### config.mk
export PLATFORM = sky130hd
export DESIGN_NAME = fp_mul_seq_ctrl_flat
export DESIGN_NICKNAME = d
export VERILOG_FILES = /design/src/rtl/fp_pkg.sv /design/src/rtl/fp_mul_seq_ctrl_if.sv /design/src/rtl/fp_mant_mul_iter.sv /design/src/rtl/fp_mul_seq_ctrl.sv /design/src/flat_wrapper.sv
export SDC_FILE = /design/constraint.sdc
export NUM_CORES = 1
export LEC_CHECK = 0
export CAP_MARGIN = 20
export CORE_MARGIN = 8
export CORE_UTILIZATION = 35
export CTS_BUF_LIST = sky130_fd_sc_hd__clkbuf_16
export DETAILED_ROUTE_END_ITERATION = 16
export PLACE_DENSITY = 0.51
export SYNTH_ARGS = -nofsm -noshare
export SYNTH_HDL_FRONTEND = slang
export SYNTH_SLANG_ARGS = --single-unit
### constraint.sdc
create_clock -name clk -period 3.7 [get_ports clk]
set_input_delay 0.555 -clock clk [delete_from_list [all_inputs] [get_ports clk]]
set_output_delay 0.555 -clock clk [all_outputs]
set_load 0.01 [all_outputs]
### src/rtl/fp_pkg.sv
// Shared definitions for the single-precision multiply sequencer:
// field positions, exponent constants, controller states and operand screens.
package fp_pkg;

   localparam int         BIAS     = 127;
   localparam logic [7:0] EXP_MAX  = 8'hFF;
   localparam int         SIGN_BIT = 31;
   localparam int         EXP_HI   = 30;
   localparam int         EXP_LO   = 23;
   localparam int         MAN_HI   = 22;
   localparam int         MAN_LO   = 0;

   typedef enum logic [2:0] {
      ST_IDLE,
      ST_CHECK,
      ST_MULT,
      ST_NORM,
      ST_DONE
   } state_t;

   function automatic logic is_zero(input logic [31:0] x);
      return (x[EXP_HI:EXP_LO] == 8'h00) && (x[MAN_HI:MAN_LO] == 23'h0);
   endfunction

   // Inf/NaN and denormals are both rejected by this datapath.
   function automatic logic is_special(input logic [31:0] x);
      return (x[EXP_HI:EXP_LO] == EXP_MAX) ||
             ((x[EXP_HI:EXP_LO] == 8'h00) && (x[MAN_HI:MAN_LO] != 23'h0));
   endfunction

endpackage

### src/rtl/fp_mul_seq_ctrl_if.sv
// Operand/result handshake bundle between the ALU dispatcher (master)
// and the multiply sequencer (slave).
interface fp_mul_seq_ctrl_if;
   logic        in_valid;
   logic        in_ready;
   logic [31:0] a;
   logic [31:0] b;
   logic        out_valid;
   logic        out_ready;
   logic [31:0] r;
   logic        exception;

   modport master (
      output in_valid, a, b, out_ready,
      input  in_ready, out_valid, r, exception
   );

   modport slave (
      input  in_valid, a, b, out_ready,
      output in_ready, out_valid, r, exception
   );
endinterface

### src/rtl/fp_mant_mul_iter.sv
// Iterative shift-add 24x24 mantissa multiplier, BITS_PER_CYCLE multiplier
// bits per clock. done_o flags the cycle whose edge writes the final product.
module fp_mant_mul_iter #(
   parameter int unsigned BITS_PER_CYCLE = 1
) (
   input  logic        clk,
   input  logic        rst,
   input  logic        start_i,
   input  logic [23:0] ma_i,
   input  logic [23:0] mb_i,
   output logic        done_o,
   output logic [24:0] prod_o
);

   localparam int unsigned N_ITER = 24 / BITS_PER_CYCLE;

   if (!(BITS_PER_CYCLE == 1 || BITS_PER_CYCLE == 2 || BITS_PER_CYCLE == 3 ||
         BITS_PER_CYCLE == 4 || BITS_PER_CYCLE == 6 || BITS_PER_CYCLE == 8)) begin : g_bad_bpc
      $error("BITS_PER_CYCLE must be one of 1,2,3,4,6,8");
   end

   logic [4:0]  cnt_q, cnt_d;
   logic [47:0] acc_q, acc_d;
   logic [47:0] mcand_q, mcand_d;
   logic [23:0] mplr_q, mplr_d;

   always_ff @(posedge clk) begin
      if (rst) begin
         cnt_q   <= '0;
         acc_q   <= '0;
         mcand_q <= '0;
         mplr_q  <= '0;
      end else begin
         cnt_q   <= cnt_d;
         acc_q   <= acc_d;
         mcand_q <= mcand_d;
         mplr_q  <= mplr_d;
      end
   end

   always_comb begin
      cnt_d   = cnt_q;
      acc_d   = acc_q;
      mcand_d = mcand_q;
      mplr_d  = mplr_q;
      if (start_i) begin
         cnt_d   = 5'(N_ITER);
         acc_d   = '0;
         mcand_d = {24'h0, ma_i};
         mplr_d  = mb_i;
      end else if (cnt_q != 5'd0) begin
         // Every partial term stays below 2^48, so the 48-bit sum never wraps.
         for (int i = 0; i < int'(BITS_PER_CYCLE); i++) begin
            if (mplr_q[i]) acc_d = acc_d + (mcand_q << i);
         end
         mcand_d = mcand_q << BITS_PER_CYCLE;
         mplr_d  = mplr_q >> BITS_PER_CYCLE;
         cnt_d   = cnt_q - 5'd1;
      end
   end

   assign done_o = (cnt_q == 5'd1);
   assign prod_o = acc_q[47:23];

endmodule

### src/rtl/fp_mul_seq_ctrl.sv
// Single-precision multiply sequencer: operand screening, iterative mantissa
// multiply, normalize/pack, and result hold until the consumer accepts.
//
// state    | meaning
// ST_IDLE  | waiting for operands, in_ready high
// ST_CHECK | screen registered operands for Inf/NaN/denormal/zero
// ST_MULT  | mantissa multiplier iterating
// ST_NORM  | normalize, range-check exponent, pack result
// ST_DONE  | out_valid high, hold r/exception until out_ready
module fp_mul_seq_ctrl
   import fp_pkg::*;
#(
   parameter int unsigned BITS_PER_CYCLE = 1,
   parameter int          BIAS           = fp_pkg::BIAS
) (
   input  logic             clk,
   input  logic             rst,
   fp_mul_seq_ctrl_if.slave bus,
   output logic             busy_o
);

   state_t             state_q, state_d;
   logic [31:0]        a_q, a_d, b_q, b_d;
   logic [31:0]        r_q, r_d;
   logic               exc_q, exc_d;
   logic [9:0]         esum_q, esum_d;
   logic               mul_start, mul_done;
   logic [24:0]        p_hi;
   logic               sign;
   logic [23:0]        ma, mb;
   logic [22:0]        mant;
   logic signed [9:0]  e_norm;

   assign sign = a_q[SIGN_BIT] ^ b_q[SIGN_BIT];
   assign ma   = {1'b1, a_q[MAN_HI:MAN_LO]};
   assign mb   = {1'b1, b_q[MAN_HI:MAN_LO]};

   fp_mant_mul_iter #(.BITS_PER_CYCLE(BITS_PER_CYCLE)) u_mul (
      .clk     (clk),
      .rst     (rst),
      .start_i (mul_start),
      .ma_i    (ma),
      .mb_i    (mb),
      .done_o  (mul_done),
      .prod_o  (p_hi)
   );

   // p_hi holds p[47:23]; truncating normalization, no rounding.
   assign mant   = p_hi[24] ? p_hi[23:1] : p_hi[22:0];
   assign e_norm = $signed(esum_q) + (p_hi[24] ? 10'sd1 : 10'sd0);

   always_ff @(posedge clk) begin
      if (rst) begin
         state_q <= ST_IDLE;
         a_q     <= '0;
         b_q     <= '0;
         r_q     <= '0;
         exc_q   <= 1'b0;
         esum_q  <= '0;
      end else begin
         state_q <= state_d;
         a_q     <= a_d;
         b_q     <= b_d;
         r_q     <= r_d;
         exc_q   <= exc_d;
         esum_q  <= esum_d;
      end
   end

   always_comb begin
      state_d   = state_q;
      a_d       = a_q;
      b_d       = b_q;
      r_d       = r_q;
      exc_d     = exc_q;
      esum_d    = esum_q;
      mul_start = 1'b0;
      unique case (state_q)
         ST_IDLE: begin
            if (bus.in_valid) begin
               a_d     = bus.a;
               b_d     = bus.b;
               state_d = ST_CHECK;
            end
         end
         ST_CHECK: begin
            if (is_special(a_q) || is_special(b_q)) begin
               exc_d   = 1'b1;
               r_d     = '0;
               state_d = ST_DONE;
            end else if (is_zero(a_q) || is_zero(b_q)) begin
               exc_d   = 1'b0;
               r_d     = {sign, 31'h0};
               state_d = ST_DONE;
            end else begin
               esum_d    = {2'b00, a_q[EXP_HI:EXP_LO]} + {2'b00, b_q[EXP_HI:EXP_LO]} - 10'(BIAS);
               mul_start = 1'b1;
               state_d   = ST_MULT;
            end
         end
         ST_MULT: begin
            if (mul_done) state_d = ST_NORM;
         end
         ST_NORM: begin
            if ((e_norm >= 10'sd255) || (e_norm <= 10'sd0)) begin
               exc_d = 1'b1;
               r_d   = '0;
            end else begin
               exc_d = 1'b0;
               r_d   = {sign, e_norm[7:0], mant};
            end
            state_d = ST_DONE;
         end
         ST_DONE: begin
            if (bus.out_ready) state_d = ST_IDLE;
         end
         default: state_d = ST_IDLE;
      endcase
   end

   assign bus.in_ready  = (state_q == ST_IDLE);
   assign bus.out_valid = (state_q == ST_DONE);
   assign bus.r         = r_q;
   assign bus.exception = exc_q;
   assign busy_o        = (state_q != ST_IDLE);

endmodule

### src/flat_wrapper.sv
// flat-port wrapper written by rule: the top's interface ports become plain ports
module fp_mul_seq_ctrl_flat import fp_pkg::*;
#(
   parameter int unsigned BITS_PER_CYCLE = 1,
   parameter int          BIAS           = fp_pkg::BIAS
)
  (clk, rst, busy_o, bus_in_valid, bus_a, bus_b, bus_out_ready, bus_in_ready, bus_out_valid, bus_r, bus_exception);
  fp_mul_seq_ctrl_if bus_i ();
  input  logic clk;
  input  logic rst;
  output logic busy_o;
  input wire logic [$bits(bus_i.in_valid)-1:0] bus_in_valid;
  input wire logic [$bits(bus_i.a)-1:0] bus_a;
  input wire logic [$bits(bus_i.b)-1:0] bus_b;
  input wire logic [$bits(bus_i.out_ready)-1:0] bus_out_ready;
  output wire logic [$bits(bus_i.in_ready)-1:0] bus_in_ready;
  output wire logic [$bits(bus_i.out_valid)-1:0] bus_out_valid;
  output wire logic [$bits(bus_i.r)-1:0] bus_r;
  output wire logic [$bits(bus_i.exception)-1:0] bus_exception;
  assign bus_i.in_valid = bus_in_valid;
  assign bus_i.a = bus_a;
  assign bus_i.b = bus_b;
  assign bus_i.out_ready = bus_out_ready;
  assign bus_in_ready = bus_i.in_ready;
  assign bus_out_valid = bus_i.out_valid;
  assign bus_r = bus_i.r;
  assign bus_exception = bus_i.exception;
  fp_mul_seq_ctrl #(.BITS_PER_CYCLE(BITS_PER_CYCLE), .BIAS(BIAS)) u_core (.clk(clk), .rst(rst), .bus(bus_i), .busy_o(busy_o));
endmodule
==> impl_metrics.ini <==
[route]
avgRoutedWirePerCell_um = 16.60
dr.pass1.iters = 5
top_layer = met4
drtIter0Drc = 556
drt-met1-wl_mm = 16.78
finalWirelength_mm = 34.90
wl_met2_mm = 15.84
num_vias = 11140
routed_via_density = 5.299
dr_wl_met3_mm = 1.187
ant_nets = 0
drc_errors = 0

[clocking]
clkTransAtPathRegs_ns = 0.06
postCtsSetupBuffers = 0
cts_tree = yes
cts_sinks = 235
insertion_delay_ns = 0.55
root_buffer = clkbuf_16
clk_path_buf_depth = 3
ctsResizeCount = 0
h-tree-depth = 1
hold_buffers = 0
numCtsBuffers = 27

[synth]
synthTopCellsByArea = dfxtp_1 (38%), nand2_1 (12%), a21oi_1 (7.9%)
synth.cell_area_um2 = 12240
synth_cell_type_count = 62
synth_top_area_cell = dfxtp_1
syn_area_per_cell_um2 = 7.735
synth_top_cell_area_share_pct = 38.42
synth_edf_count = 0
ys_seq_area_share_pct = 38.42
yosysWarnings = 0
ys_dominant_reg_cell = dfxtp_1
synth_nets = 1715
ys_seq_elements = 235
ys_async_sr_fraction_pct = 0
syn_inst = 1583

[sta]
fin_crit_sh_pct = 87.21
hold_viol = 0
fin_setup_tns_ns = 0
slew_headroom_pct = 39.89
period_minus_slack_ns = 3.227
timing.fmax_mhz = 309.9
finalSetupViolCount = 0
rsz0062_at_grt = false
drv_slew = 0
worst_slew_pin_slew_ns = 0.8984
fin_skew_ns = 0.01291

[setup_path]
worstReg2RegStart = u_core.u_mul.acc_q[0]
cp_common_cell = a21oi_1
required_ns = 4.16
cp_num_buf_inv = 0
crit_path_top_delay_cell = fa_1
start_kind = register
max_stage_delay_ns = 0.41
crit_family = compound AO/OA/AOI/OAI gates
rr_endpoint = u_core.u_mul.acc_q[44]
end_kind = register
ff2ff_path_depth = 12
critPathArrivalTime_ns = 3.69
cp_cell_sequence = ha_1 -> fa_1 -> a21oi_1 -> o211ai_1 -> nor4bb_1 -> o311ai_1 -> a211oi_1 -> or2_2 -> a221o_1 -> xor2_1 -> nand2_1 -> a21oi_1
rrSetupSlack_ns = 0.47
crit_fanout = 3
criticalPathCategory = reg -> reg

[power_and_ir_drop]
p_per_area_nw_per_um2 = 484.2
leakage_uw = 0.005540
irDropWorstVdd_uv = 342.7

[global_route]
antenna_found_initial = 0
grt_pass1_vias = 10900
overflow = 0
grt_max_degree = 106
grt_pass1_wl_mm = 57.28
grtUsageTotal_pct = 16.45

[placed_design]
io_buffer_count = 103
hpwl_mm = 24.69
gp_congestion = 0.8317
dp.cells = 2054
postPlaceCellArea_um2 = 13620

[floorplanning]
io_pins = 104
dieArea_um2 = 41230
fp-row-count = 68
core_region_area_um2 = 34540
die_w_um = 203.0
die_h_um = 203.0
initial_core_util_pct = 35.45

[run]
maxCapViolCount = 0

[layout]
areaGrowthSynthToFinish_pct = 18.10
fillers = 3605
final_cells = 2102
finish.instance_area_um2 = 14460
insertedDiodeCount = 0
drive_gt1_share_pct = 5.950
nets = 1760

[hold_path]
min_to = u_core.u_mul.acc_q[7]
holdCritStartpoint = u_core.u_mul.acc_q[7]
whs_path_depth = 2
holdCritPathClass = reg -> reg

[outcome]
status = completed
-- tightest hold or removal path, delay by kind of cell, from the launching register on --
family | cells | cell delay (ns)
flip-flops | 1 | 0.31
AND/OR/NAND/NOR | 1 | 0.05
AO/OA/AOI/OAI | 1 | 0.05
-- flip-flops by register name (all words and copies together) (netlist names) --
signal                count
u_core.esum_q            10
u_core.b_q               32
u_core.u_mul.acc_q       48
u_core.u_mul.mcand_q     48
u_core.u_mul.mplr_q      24
u_core.u_mul.cnt_q        5
u_core.bus.r             32
u_core.a_q               32
u_core.state_q            3
u_core.bus.exception      1
-- cell families (layout without fill, tap and decap cells) --
family / Yosys count / in the layout / share of synthesized area (%)
mux: 28 / 28 / 2.524
compound gates: 405 / 405 / 21.22
xor+xnor: 58 / 58 / 4.149
flops: 235 / 235 / 38.42
fa+ha+maj: 64 / 64 / 6.663
buf+inv: 125 / 189 / 3.863
simple gates: 668 / 668 / 23.16
-- power breakdown --
part	internal (uW)	switching [uW]	total [uW]
clock network	1460	1090	2550
registers	2730	162	2890
logic	469	1090	1560
total	4660	2340	7000
-- Yosys cell counts, types with 25 or more instances --
library cell / number
a21o_1: 27
xnor2_1: 35
o21ai_0: 25
nand3_1: 36
dfxtp_1: 235
nand2_1: 378
nor2_1: 143
a21oi_1: 194
a311oi_1: 46
ha_1: 62
clkbuf_1: 87
a22oi_1: 29
-- how the worst max path moves through the flow --
stage,start,endpoint,depth (start not counted)
finish,u_core.u_mul.acc_q[0],u_core.u_mul.acc_q[44],12
global route,u_core.u_mul.mcand_q[20],u_core.u_mul.acc_q[47],11
CTS,u_core.u_mul.mcand_q[0],u_core.u_mul.acc_q[44],12
detailed placement,u_core.u_mul.acc_q[0],u_core.u_mul.acc_q[44],12
global placement,u_core.u_mul.acc_q[0],u_core.u_mul.acc_q[44],12
floorplan,u_core.u_mul.acc_q[0],u_core.u_mul.acc_q[44],12
-- cells in the final DEF, fill, tap and decap left out, drive strengths merged, types with 5 or more instances in the layout --
cell type and n:
o31ai 8, nor2 143, buf 19, a31oi 12, ha 62, nor3 21
a311oi 47, nor4 19, a211oi 12, dfxtp 235, mux2 23, mux2i 5
nand2 379, and3 10, nor2b 7, o21ai 29, and2 9, clkbuf 27
clkdlybuf4s50 102, clkinv 11, o21bai 13, inv 25, nand4 20, a22oi 29
o21a 5, a21oi 194, xor2 23, nand3 36, xnor2 35, or3 5
o211ai 5, a21o 27
-- stage by stage --
step | setup slack (ns) | hold slack, ns | utilization, % | power [uW]
after detailed placement | 0.5128 | 0.4490 | 39.43 | 4514
after global placement | 0.5583 | 0.4434 | 39.43 | 4510
after floorplan | 0.9019 | 0.4362 | - | 3983
after CTS | 0.4793 | 0.4580 | 41.86 | 7102
after global routing | 0.3189 | 0.4805 | 41.86 | 7393
final | 0.4731 | 0.4577 | 41.86 | 7002
-- area by class of cell --
cell class	instances	area (um^2)	share of cell area, %
Sequential cell	235	4705	32.53
Clock buffer	27	675.6	4.672
Clock inverter	21	163.9	1.134
Multi-Input combinational cell	1223	7096	49.07
Tap cell	455	569.3	3.937
Timing Repair Buffer	121	1176	8.134
Inverter	20	75.07	0.5192
-- layer usage --
metal  vias to the layer above  global-route usage (%)
li1                       5676                       -
met1                      5212                   21.71
met2                       194                   27.36
met3                        57                   2.391
met4                         0                   5.102
met5                         -                       0
Note: power is estimated with default switching activity, not from simulation.
